--- config.mk ---
export PLATFORM = sky130hd
export DESIGN_NAME = rstgen_seq
export DESIGN_NICKNAME = d
export VERILOG_FILES = /design/src/rtl/rstgen_pkg.sv /design/src/rtl/rstgen_sync.sv /design/src/rtl/rstgen_seq.sv
export SDC_FILE = /design/constraint.sdc
export NUM_CORES = 1
export LEC_CHECK = 0
export BUFFER_PORTS_ARGS = -buffer_cell sky130_fd_sc_hd__clkbuf_2
export CAP_MARGIN = 20
export CORE_MARGIN = 2
export CORE_UTILIZATION = 50
export DETAILED_ROUTE_END_ITERATION = 12
export PLACE_DENSITY = 0.74
export SLEW_MARGIN = 20
export SYNTH_ARGS = -nofsm -noshare
export SYNTH_HDL_FRONTEND = slang
export SYNTH_SLANG_ARGS = --single-unit
--- constraint.sdc ---
create_clock -name clk_i -period 1.7 [get_ports clk_i]
set_clock_uncertainty 0.15 [all_clocks]
set_input_delay 0.34 -clock clk_i [delete_from_list [all_inputs] [get_ports clk_i]]
set_output_delay 0.34 -clock clk_i [all_outputs]
set_load 0.05 [all_outputs]
--- src/rtl/rstgen_pkg.sv ---
// Shared types and constants for the reset sequencer.
package rstgen_pkg;

  typedef enum logic [1:0] {
    RESET  = 2'd0,
    HOLD   = 2'd1,
    PERIPH = 2'd2,
    RUN    = 2'd3
  } state_e;

  localparam logic [1:0] RST_CAUSE_EXT = 2'b00;
  localparam logic [1:0] RST_CAUSE_SW  = 2'b01;

  // Larger of two unsigned values, used to size the shared delay counter.
  function automatic int unsigned max_u(input int unsigned a, input int unsigned b);
    return (a > b) ? a : b;
  endfunction

endpackage

--- src/rtl/rstgen_sync.sv ---
// Reset synchroniser: asserts asynchronously, releases after SyncStages edges.
module rstgen_sync #(
  parameter int unsigned SyncStages = 2
) (
  input  logic clk_i,
  input  logic rst_ni,
  output logic rst_sync_no
);

  (* ASYNC_REG = "TRUE" *) logic [SyncStages-1:0] sync_q;

  // Shift a constant one through the chain once rst_ni is released.
  always_ff @(posedge clk_i or negedge rst_ni) begin
    if (!rst_ni) begin
      sync_q <= '0;
    end else begin
      sync_q <= {sync_q[SyncStages-2:0], 1'b1};
    end
  end

  assign rst_sync_no = sync_q[SyncStages-1];

endmodule

--- src/rtl/rstgen_seq.sv ---
// Reset sequencer: releases peripheral reset, then core reset, and handles
// software reset requests while running.
module rstgen_seq #(
  parameter int unsigned SyncStages = 2,
  parameter int unsigned HoldCycles = 16,
  parameter int unsigned CoreDelay  = 8
) (
  input  logic       clk_i,
  input  logic       rst_ni,
  input  logic       sw_rst_req_i,
  output logic       rst_periph_no,
  output logic       rst_core_no,
  output logic       rst_done_o,
  output logic [1:0] rst_cause_o,
  output logic [7:0] sw_rst_cnt_o
);

  import rstgen_pkg::*;

  localparam int unsigned CntMax   = max_u(HoldCycles, CoreDelay);
  localparam int unsigned CntW     = $clog2(CntMax + 1);
  localparam int unsigned HoldLast = HoldCycles - 1;
  localparam int unsigned CoreLast = (CoreDelay == 0) ? 0 : CoreDelay - 1;

  state_e          state_q, state_d;
  logic [CntW-1:0] cnt_q, cnt_d;
  logic            rst_sync_n;
  logic            periph_d, core_d, done_d;
  logic [1:0]      cause_d;
  logic [7:0]      sw_cnt_d;

  rstgen_sync #(
    .SyncStages (SyncStages)
  ) u_sync (
    .clk_i       (clk_i),
    .rst_ni      (rst_ni),
    .rst_sync_no (rst_sync_n)
  );

  // State and delay counter registers.
  always_ff @(posedge clk_i or negedge rst_ni) begin
    if (!rst_ni) begin
      state_q <= RESET;
      cnt_q   <= '0;
    end else begin
      state_q <= state_d;
      cnt_q   <= cnt_d;
    end
  end

  // Next-state, counter and registered-output next values.
  always_comb begin
    state_d  = state_q;
    cnt_d    = cnt_q;
    cause_d  = rst_cause_o;
    sw_cnt_d = sw_rst_cnt_o;

    unique case (state_q)
      RESET: begin
        if (rst_sync_n) begin
          state_d = HOLD;
          cnt_d   = '0;
        end
      end
      HOLD: begin
        if (cnt_q == CntW'(HoldLast)) begin
          cnt_d   = '0;
          state_d = (CoreDelay == 0) ? RUN : PERIPH;
        end else begin
          cnt_d = cnt_q + 1'b1;
        end
      end
      PERIPH: begin
        if (cnt_q == CntW'(CoreLast)) begin
          cnt_d   = '0;
          state_d = RUN;
        end else begin
          cnt_d = cnt_q + 1'b1;
        end
      end
      RUN: begin
        if (sw_rst_req_i) begin
          state_d = HOLD;
          cnt_d   = '0;
          cause_d = RST_CAUSE_SW;
          if (sw_rst_cnt_o != 8'hFF) begin
            sw_cnt_d = sw_rst_cnt_o + 8'd1;
          end
        end
      end
    endcase

    // Core release only ever coincides with or follows peripheral release.
    periph_d = (state_d == PERIPH) || (state_d == RUN);
    core_d   = (state_d == RUN);
    done_d   = (state_d == RUN);
  end

  // Glitch-free output flops, cleared directly by the raw reset.
  always_ff @(posedge clk_i or negedge rst_ni) begin
    if (!rst_ni) begin
      rst_periph_no <= 1'b0;
      rst_core_no   <= 1'b0;
      rst_done_o    <= 1'b0;
      rst_cause_o   <= RST_CAUSE_EXT;
      sw_rst_cnt_o  <= 8'd0;
    end else begin
      rst_periph_no <= periph_d;
      rst_core_no   <= core_d;
      rst_done_o    <= done_d;
      rst_cause_o   <= cause_d;
      sw_rst_cnt_o  <= sw_cnt_d;
    end
  end

endmodule

### Word level (Yosys, flattened, before mapping)

Index checks and enable logic that the tools add are counted.

| word-level totals | value |
|---|---|
| register bits | 20 |
| latch bits | 0 |
| bits in writable memories | 0 |
| ROM bits | 0 |
| input port bits | 3 |
| output and inout bits | 13 |
| word-level logic and storage cells | 34 |
| memories kept | 0 |

| operators by class | value |
|---|---|
| add/sub/neg operators | 2 |
| multipliers | 0 |
| div/mod/pow operators | 0 |
| magnitude comparators | 0 |
| equality and inequality tests | 10 |
| shift operators | 0 |
| multiplexer cells | 10 |
| bitwise gates (word level) | 0 |
| reductions and logical operators | 5 |

Operators by type and width:

| kind | count |
|---|---|
| $mux W5 | 4 |
| $pmux W5 S4 | 1 |
| $add A8 B1 Y8 const B | 1 |
| $eq A2 B2 Y1 const B | 4 |
| $mux W2 | 4 |
| $ne A8 B8 Y1 const B | 1 |
| $pmux W2 S4 | 1 |
| $add A5 B1 Y5 const B | 1 |
| $eq A5 B3 Y1 const B | 1 |
| $eq A5 B4 Y1 const B | 1 |
| $reduce_and A2 Y1 | 2 |
| $reduce_and A3 Y1 | 1 |
| $eq A2 B1 Y1 const B | 1 |
| $logic_not A2 Y1 | 1 |
| $ne A2 B1 Y1 const B | 1 |
| $ne A2 B2 Y1 const B | 1 |
| $logic_or A1 B1 Y1 | 1 |

### Logic depth before layout (Yosys ltp)

Gate-level depths: netlist of the first run.

| logic depth | value |
|---|---|
| depth in word-level cells | 5 |
| gate-level depth with buffers | 8 |
| gate-level depth less buffers | 8 |

### Cells and area by module

Synthesis of the first run repeated with hierarchy kept, for this count alone.

| second synthesis, totals | value |
|---|---|
| cell total of the unflattened synthesis | 99 |
| area total of the unflattened synthesis | 1067.3 µm² |

By module, submodules not included:

| module | instances | cells an instance | area each (µm²) | sequential area each (µm²) |
|---|---|---|---|---|
| rstgen_seq | 1 | 96 | 1013.5 | 450.4 |
| rstgen_sync | 1 | 3 | 53.8 | 50.0 |

### Worst setup path before layout of the first run

Ideal clock, no wire load.

| path | value |
|---|---|
| kind | register to register |
| from | register sw_rst_cnt_o[0] |
| to | register sw_rst_cnt_o[6] |
| setup time | 0.125 ns |
| arrival time | 1.711 ns |
| required time | 1.425 ns |
| path slack | -0.285 ns |
| cell stages (with the launch flop) | 6 |
| path buffers | 0 |
| period minus slack after synthesis | 1.985 ns |
| path through | dfrtp_1 ha_1 nand3_1 nor2_1 and3_1 mux2_2 |

| between the ends | value |
|---|---|
| longest elaborated chain between the ends | 2 |

Ends and longest elaborated chain:

| what | RTL line | source |
|---|---|---|
| from (decl) | rstgen_seq.sv:15 | `output logic [7:0] sw_rst_cnt_o` |
| from (signal assigned) | rstgen_seq.sv:112 | `sw_rst_cnt_o <= sw_cnt_d;` |
| parallel branches: the longest is 2 deep, another holds $add A8 B1 Y8 | -- |  |

Several ways; the timed one is not identified.
A chain may end at the register's enable or synchronous reset.

### Worst setup path in the final report of the first run

| path | value |
|---|---|
| from | register state_q[0] |
| to | register rst_done_o |

| between the ends | value |
|---|---|
| longest elaborated chain between the ends | 3 |

Ends and longest elaborated chain:

| what | RTL line | source |
|---|---|---|
| from (decl) | rstgen_seq.sv:25 | `state_e state_q, state_d;` |
| from (signal assigned) | rstgen_seq.sv:46 | `state_q <= state_d;` |
| $eq A2 B2 Y1 (tied with other cells) | rstgen_seq.sv:58 | `unique case (state_q)` |
| $pmux W2 S4 * | rstgen_seq.sv:58 |  |
| named net state_d[0] | rstgen_seq.sv:25 |  |
| $eq A2 B2 Y1 * | -- |  |
| named net core_d | rstgen_seq.sv:28 | `logic periph_d, core_d, done_d;` |
| to (signal assigned) | rstgen_seq.sv:110 | `rst_done_o <= done_d;` |
| to (decl) | rstgen_seq.sv:13 | `output logic rst_done_o,` |

Mark *: on every way through the listed nets, which the timed path passes. The rest lies on a longest branch.

==> results.md, run 1 <==
| Parameter | This run |
|---|---|
| Status | finished with violations |
| Failing checks | negative setup slack |
| # clock sinks | 20 |
| I/O pin count | 16 |
| Worst R2R End | rst_done_o |
| Fill cell count | 169 |
| Asr flop ratio synth | 1.000 |
| Clock tree root buffer cell | clkbuf_4 |
| Count of cell types in the netlist | 38 |
| Critical path required time | 1.76 ns |
| Syn Inst Count | 110 |
| Sequential element share of the synthesized area | 0.4469 |
| Area taken by multi-input logic gates | 684.4 um^2 |
| Detail Route Antenna Nets | 0 |
| Pwr per Cell Area | 1692 nW/um^2 |
| Register area | 510.5 um^2 |
| Number of nets in the layout | 150 |
| CTS tree | built |
| Cell depth of the worst hold path | 0 |
| Final core occ | 0.6765 |
| Final Hold Viols | 0 |
| Fin. max-slew vios | 0 |
| Largest driver fanout on the critical path | 4 |
| DRC violation count after routing | 0 |
| Setup violators final | 2 |
| Post-synthesis cell area | 1120 um^2 |
| Final weighted congestion in routability-driven placement | 0.8208 |
| Count of cells along the worst register-to-register path | 5 |
| Endpoint kind of the worst setup timing path | flip-flop |
| Number of antenna violations at the first check in global routing | 0 |
| Global router's overall resource usage | 0.1943 |
| TritonCTS Buffers | 3 |
| DIE HEIGHT | 51.33 um |
| Fraction of layout instances using a drive strength above 1 | 0.4559 |
| Most frequent standard cell in the layout excluding fill and tap cells | clkbuf_2 |
| Maximum clock path buffer count | 2 |
| Number of buffer cells added on primary ports | 14 |
| Register-to-register path setup slack | -0.06 ns |
| Setup repair after global routing missed its margin | yes |
| Commonest register cell after synthesis | dfrtp_1 |
| Lkg Pwr | 0.6620 nW |
| Total nets after synthesis | 123 |
| Mean routed wirelength per cell | 14.82 um |
| Highest-count cells in the layout ignoring fill and taps | clkbuf_2, dfrtp_1, inv_1, nand2_1, buf_4 |
| Total grt overflow | 0 |
| Fmax | 566.9 MHz |
| Clock network latency to the later pin of the worst-skew pair | 0.30 ns |
| Count of maximum capacitance violations | 0 |
| Via density | 5.591 |
| DIE AREA | 2634 um^2 |
| Hold path startpoint | u_sync.sync_q[0] |
| Mean cell area of the mapped netlist | 10.18 um^2 |
| Area Growth Syn to Fin | 31.06% |
| Depth of the CTS H-tree | 1 |
| Worst-case hold path end point | u_sync.sync_q[1] |
| Detailed router's first-iteration violation count | 14 |
| Vias | 917 |
| Area of the core | 2170 um^2 |
| Total wirelength of the detailed-routed design | 2430 um |
| Total number of placement rows | 17 |
| DRT Pass-1 Iters | 5 |
| Worst flop-to-flop path startpoint | state_q[0] |
| Register bit count reported by yosys | 20 |
| Min-Delay Path Class | flip-flop to flip-flop |
| Post-CTS setup buffer count | 0 |
| Count of warnings emitted by yosys | 0 |
| N_diodes | 0 |
| Smallest hold slack | 0.2244 ns |
| Minimum clock period | 1.764 ns |
| CP Class | flip-flop to flip-flop |
| Final critical-path share of the clock period | 1.038 |
| Die outline width | 51.33 um |
| Sort of element at the start of the critical path | flip-flop |
| Number of enable flip-flop cells after synthesis | 0 |
| Data arrival time at the worst-slack endpoint | 1.82 ns |
| Number of global-route vias before repair | 921 |
| Worst-path clk slew | 0.12 ns |
| Largest net degree at the start of global routing | 21 |
| Placed wire-length estimate | 1660 um |
| PnR worst setup slack | -0.06410 ns |
| Worst IR Drop VDD | 1.265 mV |
| Global-route wire length before repair | 3815 um |
| Initial Util | 0.5161 |
==> synthesized netlist by cell type (2+ instances only) <==
| master | count | area [um^2] |
|---|---|---|
| a21boi_0 | 2 | 15.01 |
| a21oi_1 | 2 | 10.01 |
| and2_1 | 2 | 12.51 |
| buf_4 | 2 | 15.01 |
| conb_1 | 2 | 7.510 |
| dfrtp_1 | 20 | 500.5 |
| ha_1 | 10 | 125.1 |
| inv_1 | 10 | 37.54 |
| mux2_2 | 3 | 33.78 |
| nand2_1 | 9 | 33.78 |
| nand3_1 | 6 | 30.03 |
| nor2_1 | 6 | 22.52 |
| o21ai_0 | 9 | 45.04 |
| o22ai_1 | 2 | 12.51 |
| o2bb2ai_1 | 2 | 17.52 |
==> area by class of cell <==
type / instances / share of cell area
Inverter: 10 / 0.02558
Multi-Input combinational cell: 78 / 0.4663
Clock buffer: 3 / 0.01535
Timing Repair Buffer: 24 / 0.1006
Sequential cell: 20 / 0.3478
Tap cell: 28 / 0.02387
Clock inverter: 1 / 0.02046
==> registers in the layout (all words and copies together) (netlist names) <==
| name | cells |
|---|---|
| sw_rst_cnt_o | 8 |
| cnt_q | 5 |
| state_q | 2 |
| u_sync.sync_q | 2 |
| rst_cause_o | 1 |
| rst_done_o | 1 |
| rst_periph_no | 1 |
==> layer usage <==
metal | up-vias | track usage | wire, um | part of all wire
met2 | 24 | 0.3636 | 1266 | 0.52
li1 | 431 | - | - | -
met5 | - | 0 | 0 | 0
met4 | 0 | 0.06579 | 55 | 0.023
met3 | 11 | 0.02632 | 87 | 0.036
met1 | 451 | 0.2258 | 1020 | 0.42
==> what timing repair did <==
action,CTS,global route
gates resized for setup,11,8
pin swaps,1,1
cloned,0,0
setup endpoints to repair,5,9
hold endpoints to repair,20,0
hold buffers,1,0
==> worst max-delay path by stage <==
stage / to / slack (ns) / cells after the start / startpoint
6_report: rst_done_o / -0.06 / 5 / state_q[0]
5_1_grt: rst_done_o / -0.13 / 5 / state_q[0]
4_1_cts: rst_done_o / -0.02 / 8 / cnt_q[0]
3_5_place_dp: rst_done_o / -0.09 / 8 / cnt_q[0]
3_3_place_gp: rst_done_o / 0.006 / 8 / cnt_q[1]
2_1_floorplan: sw_rst_cnt_o[6] / -0.03 / 5 / sw_rst_cnt_o[0]
==> metrics by stage <==
step / cells / cell area (um^2) / worst slack, ns / setup TNS [ns] / power, mW
floorplan: 110 / 1159 / -0.02906 / -0.02906 / 1.508
global placement: 159 / 1316 / 0.006076 / 0 / 1.835
detailed placement: 159 / 1316 / -0.08736 / -0.1827 / 1.880
CTS: 164 / 1438 / -0.02051 / -0.03178 / 2.377
global route: 164 / 1468 / -0.1285 / -0.3775 / 2.632
finish: 164 / 1468 / -0.06410 / -0.09571 / 2.483
==> critical path, stage by stage (launching register included) <==
cell      delay [ns]
dfrtp_2         0.48
buf_4           0.17
ha_1            0.24
nor4_1          0.38
a211oi_2        0.09
and2_1          0.16
==> logic make-up (layout without fill, tap and decap cells) <==
logic type,after synthesis,count (layout),share of synthesized area
and+or+nand+nor,36,36,0.1766
AOI/OAI and AO/OA,24,24,0.1553
DFF,20,20,0.4469
buffers and inverters,12,38,0.04693
adders and majority gates,10,10,0.1117
muxes,4,4,0.04022
other,2,2,0.006706
xor gates and xnor gates,2,2,0.01565
==> report_power, final <==
group / internal (mW) / switching [mW] / total [mW]
Sequential: 0.597 / 0.123 / 0.720
Combinational: 0.555 / 0.823 / 1.38
Clock: 0.238 / 0.147 / 0.385
(Power assumes the default switching activity.)
==> run 2, diff against run 1 <==
- SETUP_SLACK_MARGIN: default -> 0.02
==> results.md, run 2 (synthesized netlist as in run 1, its figures left out) <==
| Parameter | This run | Change |
|---|---|---|
| Status | finished with violations |  |
| Failing checks | negative setup slack |  |
| Via density | 5.470 | -2.2% |
| Number of buffer cells added on primary ports | 14 | unchanged |
| DRT Pass-1 Iters | 4 | -1 |
| Die outline width | 51.33 um | unchanged |
| Maximum clock path buffer count | 2 | unchanged |
| Most frequent standard cell in the layout excluding fill and tap cells | clkbuf_2 |  |
| N_diodes | 0 | unchanged |
| Endpoint kind of the worst setup timing path | flip-flop |  |
| Area Growth Syn to Fin | 29.50% |  |
| Detailed router's first-iteration violation count | 11 | -3 |
| DIE HEIGHT | 51.33 um | unchanged |
| Depth of the CTS H-tree | 1 | unchanged |
| Smallest hold slack | 0.2231 ns | -0.001318 ns |
| Register-to-register path setup slack | -0.06 ns | about the same |
| Critical path required time | 1.77 ns | about the same |
| Total number of placement rows | 17 | unchanged |
| Area after detailed placement | 1315 um^2 | about the same |
| Pwr per Cell Area | 1686 nW/um^2 | -0.36% |
| Count of cells along the worst register-to-register path | 5 | unchanged |
| Number of antenna violations at the first check in global routing | 0 | unchanged |
| Worst setup path startpoint | state_q[0] |  |
| Internal Pwr Total | 1.365 mW | -1.8% |
| Detail Route Antenna Nets | 0 | unchanged |
| Clock network latency to the later pin of the worst-skew pair | 0.32 ns | +0.02 ns |
| Initial Util | 0.5161 | unchanged |
| Min-Delay Path Class | flip-flop to flip-flop |  |
| Non-filler instance count after layout | 166 | +1.2% |
| Setup violators final | 6 | +4 |
| Post-layout instance area | 1450 um^2 | -1.2% |
| Clock tree root buffer cell | clkbuf_4 |  |
| Global-route wire length before repair | 4140 um | +8.5% |
| Worst IR Drop VDD | 1.480 mV | +17% |
| CTS tree | built |  |
| Overall power consumption | 2.445 mW | -1.6% |
| Final critical-path share of the clock period | 1.036 | -0.001464 |
| Fill cell count | 194 | +15% |
| Fmax | 567.7 MHz | +0.14% |
| Fraction of layout instances using a drive strength above 1 | 0.4565 | +0.0006394 |
| Largest driver fanout on the critical path | 4 | unchanged |
| CP Class | flip-flop to flip-flop |  |
| Final Hold Viols | 0 | unchanged |
| Sort of element at the start of the critical path | flip-flop |  |
| Setup repair after global routing missed its margin | yes |  |
| Largest registers | sw_rst_cnt_o x8, cnt_q x5 |  |
| Vias | 908 | -0.98% |
| Data arrival time at the worst-slack endpoint | 1.83 ns | about the same |
| Flip-flop count of the largest register after layout | 8 | unchanged |
| Mean routed wirelength per cell | 14.61 um | -1.4% |
| Number of nets in the layout | 152 | +1.3% |
| Combinational fraction of design power | 0.544 | -0.011 |
| TritonCTS Buffers | 3 | unchanged |
| Largest reg by FF count | sw_rst_cnt_o |  |
| Fin. max-slew vios | 0 | unchanged |
| Total grt overflow | 0 | unchanged |
| Worst setup timing slack at the placement stage | -0.08010 ns | +0.007257 ns |
| Largest net degree at the start of global routing | 21 | unchanged |
| Total wirelength of the detailed-routed design | 2425 um | -0.21% |
| Highest-count cells in the layout ignoring fill and taps | clkbuf_2, dfrtp_1, buf_4 |  |
| Lkg Pwr | 0.6402 nW | -3.3% |
| Sequential fraction of design power | 0.289 | about the same |
| Post-Place Cells | 158 | -0.63% |
| Clock network fraction of design power | 0.167 | +0.012 |
| Global router's overall resource usage | 0.2174 | +0.02311 |
| DIE AREA | 2634 um^2 | unchanged |
| # clock sinks | 20 | unchanged |
| Minimum clock period | 1.762 ns | -0.002488 ns |
| Net switching power | 1.079 mW | -1.3% |
| Worst flop-to-flop path startpoint | state_q[0] |  |
| CP endpoint | sw_rst_cnt_o[7] |  |
| Worst-path clk slew | 0.12 ns | about the same |
| Switching share of total power | 0.4415 | +0.001204 |
| Final weighted congestion in routability-driven placement | 0.8710 | +6.1% |
| Area of the core | 2170 um^2 | unchanged |
| Worst R2R End | sw_rst_cnt_o[7] |  |
| I/O pin count | 16 | unchanged |
| Count of maximum capacitance violations | 0 | unchanged |
| Number of global-route vias before repair | 907 | -1.5% |
| Placed wire-length estimate | 1590 um | -4.2% |
| DRC violation count after routing | 0 | unchanged |
| PnR worst setup slack | -0.06161 ns | +0.002488 ns |
run 2: power by group through the flow:
stage | logic (mW) | clock network [mW] | registers (mW)
after floorplan | 0.568 | 0 | 0.941
after global placement | 1.09 | 0 | 0.703
after detailed placement | 1.11 | 0 | 0.715
after CTS | 1.21 | 0.405 | 0.703
after global routing | 1.45 | 0.427 | 0.723
final | 1.33 | 0.409 | 0.706
run 2: repair_timing:
| action | 4_1_cts | 5_1_grt |
|---|---|---|
| gates resized for setup | 6 | 5 |
| pin swaps | 4 | 1 |
| hold endpoints to repair | 20 | 0 |
| hold buffers | 1 | 0 |
| setup buffers | 1 | 2 |
| setup endpoints to repair | 6 | 8 |
run 2: routing by layer:
metal  part of all wire  routed length, um  vias to the layer above  GRT usage
met2               0.47               1143                       33     0.3398
li1                   -                  -                      437          -
met5                  0                  0                        -          0
met4              0.035                 86                        0     0.1316
met3              0.043                105                        9    0.03801
met1               0.45               1090                      429     0.2808
run 2: worst max-delay path, stage by stage (launching register included):
cell and delay, ns:
dfrtp_1 0.45, ha_2 0.24, nand2_2 0.07, or2_4 0.24, nor3_2 0.17, mux2_1 0.33
run 2: worst min-delay path by stage:
| stage | startpoint | end | slack [ns] | depth (start not counted) |
|---|---|---|---|---|
| 2_1_floorplan | rst_ni | cnt_q[0] | -0.11 | 0 |
| 3_3_place_gp | rst_ni | cnt_q[2] | 0.17 | 1 |
| 3_5_place_dp | rst_ni | cnt_q[0] | 0.18 | 1 |
| 4_1_cts | u_sync.sync_q[0] | u_sync.sync_q[1] | 0.22 | 0 |
| 5_1_grt | u_sync.sync_q[0] | u_sync.sync_q[1] | 0.23 | 0 |
| 6_report | u_sync.sync_q[0] | u_sync.sync_q[1] | 0.22 | 0 |
run 2: area by class of cell:
| cell class | count | area [um^2] | share of cell area |
|---|---|---|---|
| clock buffer | 3 | 22.52 | 0.01553 |
| multi-input combinational | 78 | 651.9 | 0.4495 |
| sequential | 20 | 510.5 | 0.3520 |
| timing repair buffer | 26 | 162.7 | 0.1122 |
| clock inverter | 1 | 30.03 | 0.02071 |
| tap | 28 | 35.03 | 0.02416 |
| inverter | 10 | 37.54 | 0.02588 |
run 2: stage by stage:
stage               utilization  TNS [ns]
floorplan                     -  -0.02906
global placement         0.6061         0
detailed placement       0.6061   -0.1049
CTS                      0.6540  -0.02063
global route             0.6684   -0.7757
finish                   0.6684   -0.2218
==> run 3, diff against run 2 <==
- SKIP_CTS_REPAIR_TIMING: default -> 1
- SLEW_MARGIN: 20 -> default
==> results.md, run 3 (synthesized netlist as in run 1, its figures left out) <==
| Parameter | This run | Change |
|---|---|---|
| Final setup TNS | -0.03173 ns | +0.1901 ns |
| Clock network fraction of design power | 0.164 | -0.003 |
| Setup repair after global routing missed its margin | yes |  |
| Global-route wire length before repair | 3705 um | -11% |
| Failing checks | negative setup slack |  |
| Largest driver fanout on the critical path | 4 | unchanged |
| Lkg Pwr | 0.6649 nW | +3.9% |
| Flip-flop count of the largest register after layout | 8 | unchanged |
| Register-to-register path setup slack | -0.02 ns | +0.04 ns |
| Pwr per Cell Area | 1649 nW/um^2 | -2.2% |
| Min-Delay Path Class | flip-flop to flip-flop |  |
| Final core occ | 0.6880 | +0.01961 |
| Placed wire-length estimate | 1590 um | unchanged |
| Largest net degree at the start of global routing | 21 | unchanged |
| Worst flop-to-flop path startpoint | state_q[0] |  |
| Met1 usage in global routing | 0.2429 | -0.03795 |
| Number of antenna violations at the first check in global routing | 0 | unchanged |
| DRC violation count after routing | 0 | unchanged |
| Sequential fraction of design power | 0.291 | +0.002 |
| Combinational fraction of design power | 0.546 | +0.002 |
| Internal Pwr Total | 1.372 mW | +0.52% |
| Largest registers | sw_rst_cnt_o x8, cnt_q x5 |  |
| TritonCTS Buffers | 3 | unchanged |
| Largest reg by FF count | sw_rst_cnt_o |  |
| Clock tree root buffer cell | clkbuf_4 |  |
| Setup violators final | 3 | -3 |
| Count of maximum capacitance violations | 0 | unchanged |
| Mean routed wirelength per cell | 14.55 um | -0.41% |
| Clock network latency to the later pin of the worst-skew pair | 0.32 ns | about the same |
| Final weighted congestion in routability-driven placement | 0.8710 | unchanged |
| GR Util met3 | 0.03509 | -0.002924 |
| Worst-path clk slew | 0.13 ns | about the same |
| Initial Util | 0.5161 | unchanged |
| Total number of placement rows | 17 | unchanged |
| Switching share of total power | 0.4423 | +0.0008035 |
| Area of the core | 2170 um^2 | unchanged |
| Area Growth Syn to Fin | 33.30% |  |
| I/O pin count | 16 | unchanged |
| Fin. max-slew vios | 0 | unchanged |
| Number of global-route vias before repair | 850 | -6.3% |
| Final critical-path share of the clock period | 1.014 | -0.02199 |
| Sort of element at the start of the critical path | flip-flop |  |
| DIE AREA | 2634 um^2 | unchanged |
| N_diodes | 0 | unchanged |
| Gr busiest metal | met2 |  |
| Depth of the CTS H-tree | 1 | unchanged |
| Highest-count cells in the layout ignoring fill and taps | clkbuf_2, dfrtp_1, buf_4 |  |
| CTS tree | built |  |
| Vias | 900 | -0.88% |
| DIE HEIGHT | 51.33 um | unchanged |
| Fmax | 580.0 MHz | +2.2% |
| Detailed router's first-iteration violation count | 16 | +5 |
| Status | finished with violations |  |
| Fraction of layout instances using a drive strength above 1 | 0.4710 | +0.01449 |
| CP Class | flip-flop to flip-flop |  |
| Number of nets in the layout | 152 | unchanged |
| Worst setup path startpoint | state_q[0] |  |
| Hold path startpoint | u_sync.sync_q[0] |  |
| Die outline width | 51.33 um | unchanged |
| Data arrival time at the worst-slack endpoint | 1.79 ns | -0.04 ns |
| Net switching power | 1.089 mW | +0.85% |
| Total grt overflow | 0 | unchanged |
| Via density | 5.422 | -0.88% |
| Critical path required time | 1.77 ns | about the same |
| # clock sinks | 20 | unchanged |
| Endpoint kind of the worst setup timing path | flip-flop |  |
| Total wirelength of the detailed-routed design | 2415 um | -0.41% |
| Global router's overall resource usage | 0.1930 | -0.02436 |
| Minimum clock period | 1.724 ns | -0.03738 ns |
| PnR worst setup slack | -0.02424 ns | +0.03738 ns |
| Detail Route Antenna Nets | 0 | unchanged |
| Number of buffer cells added on primary ports | 14 | unchanged |
| DRT Pass-1 Iters | 4 | unchanged |
| Final Hold Viols | 0 | unchanged |
| Global-route met2 utilization | 0.3268 | -0.01299 |
| Most frequent standard cell in the layout excluding fill and tap cells | clkbuf_2 |  |
| Worst IR Drop VDD | 1.371 mV | -7.4% |
| Maximum clock path buffer count | 2 | unchanged |
-- run 3: cell counts in the layout (fill, tap and decap cells not counted) --
No cell type changed its count.
-- run 3: layout make-up --
class / instances / area [um^2]
multi-input cells: 78 / 689.4
fillers: 178 / 676.9
flip-flops and latches: 20 / 511.7
repair buffers: 26 / 166.4
inverters: 10 / 37.54
well taps: 28 / 35.03
clock inverters: 1 / 30.03
clock buffers: 3 / 22.52
-- run 3: metal layers --
layer	share of wire	up-vias
met5	0	-
met4	0.014	0
met3	0.028	5
met2	0.49	16
met1	0.47	442
li1	-	437
-- run 3: critical path: stages (launching register included) --
cell       delay, ns
dfrtp_2         0.47
buf_4           0.17
ha_1            0.25
a2111oi_4       0.35
a211oi_2        0.07
and2_1          0.14
-- run 3: worst paths after layout --
| path | cells after the start | end |
|---|---|---|
| max | 5 | rst_done_o |
| min | 0 | u_sync.sync_q[1] |
| max reg2reg | 5 | rst_done_o |
| min reg2reg | 0 | u_sync.sync_q[1] |
| max in group asynchronous | 2 | state_q[0] |
| min in group asynchronous | 2 | sw_rst_cnt_o[4] |
-- run 3: power groups by stage --
stage | sequential, mW | clock, mW | combinational, mW
4_1_cts | 0.705 | 0.405 | 1.12
3_3_place_gp | 0.703 | 0 | 1.09
5_1_grt | 0.730 | 0.422 | 1.47
3_5_place_dp | 0.715 | 0 | 1.11
6_report | 0.716 | 0.403 | 1.34
2_1_floorplan | 0.941 | 0 | 0.568
-- run 3: through the flow --
step	hold WS [ns]	instance area, um^2	std cells	power [mW]	setup WS, ns
after floorplan	-0.1056	1165	110	1.509	-0.02906
after global placement	0.1744	1315	158	1.793	0.007858
after detailed placement	0.1792	1315	158	1.828	-0.08010
after CTS	-0.1707	1368	162	2.234	-0.1020
after global routing	0.2253	1493	166	2.619	-0.1190
final	0.2060	1493	166	2.461	-0.02424
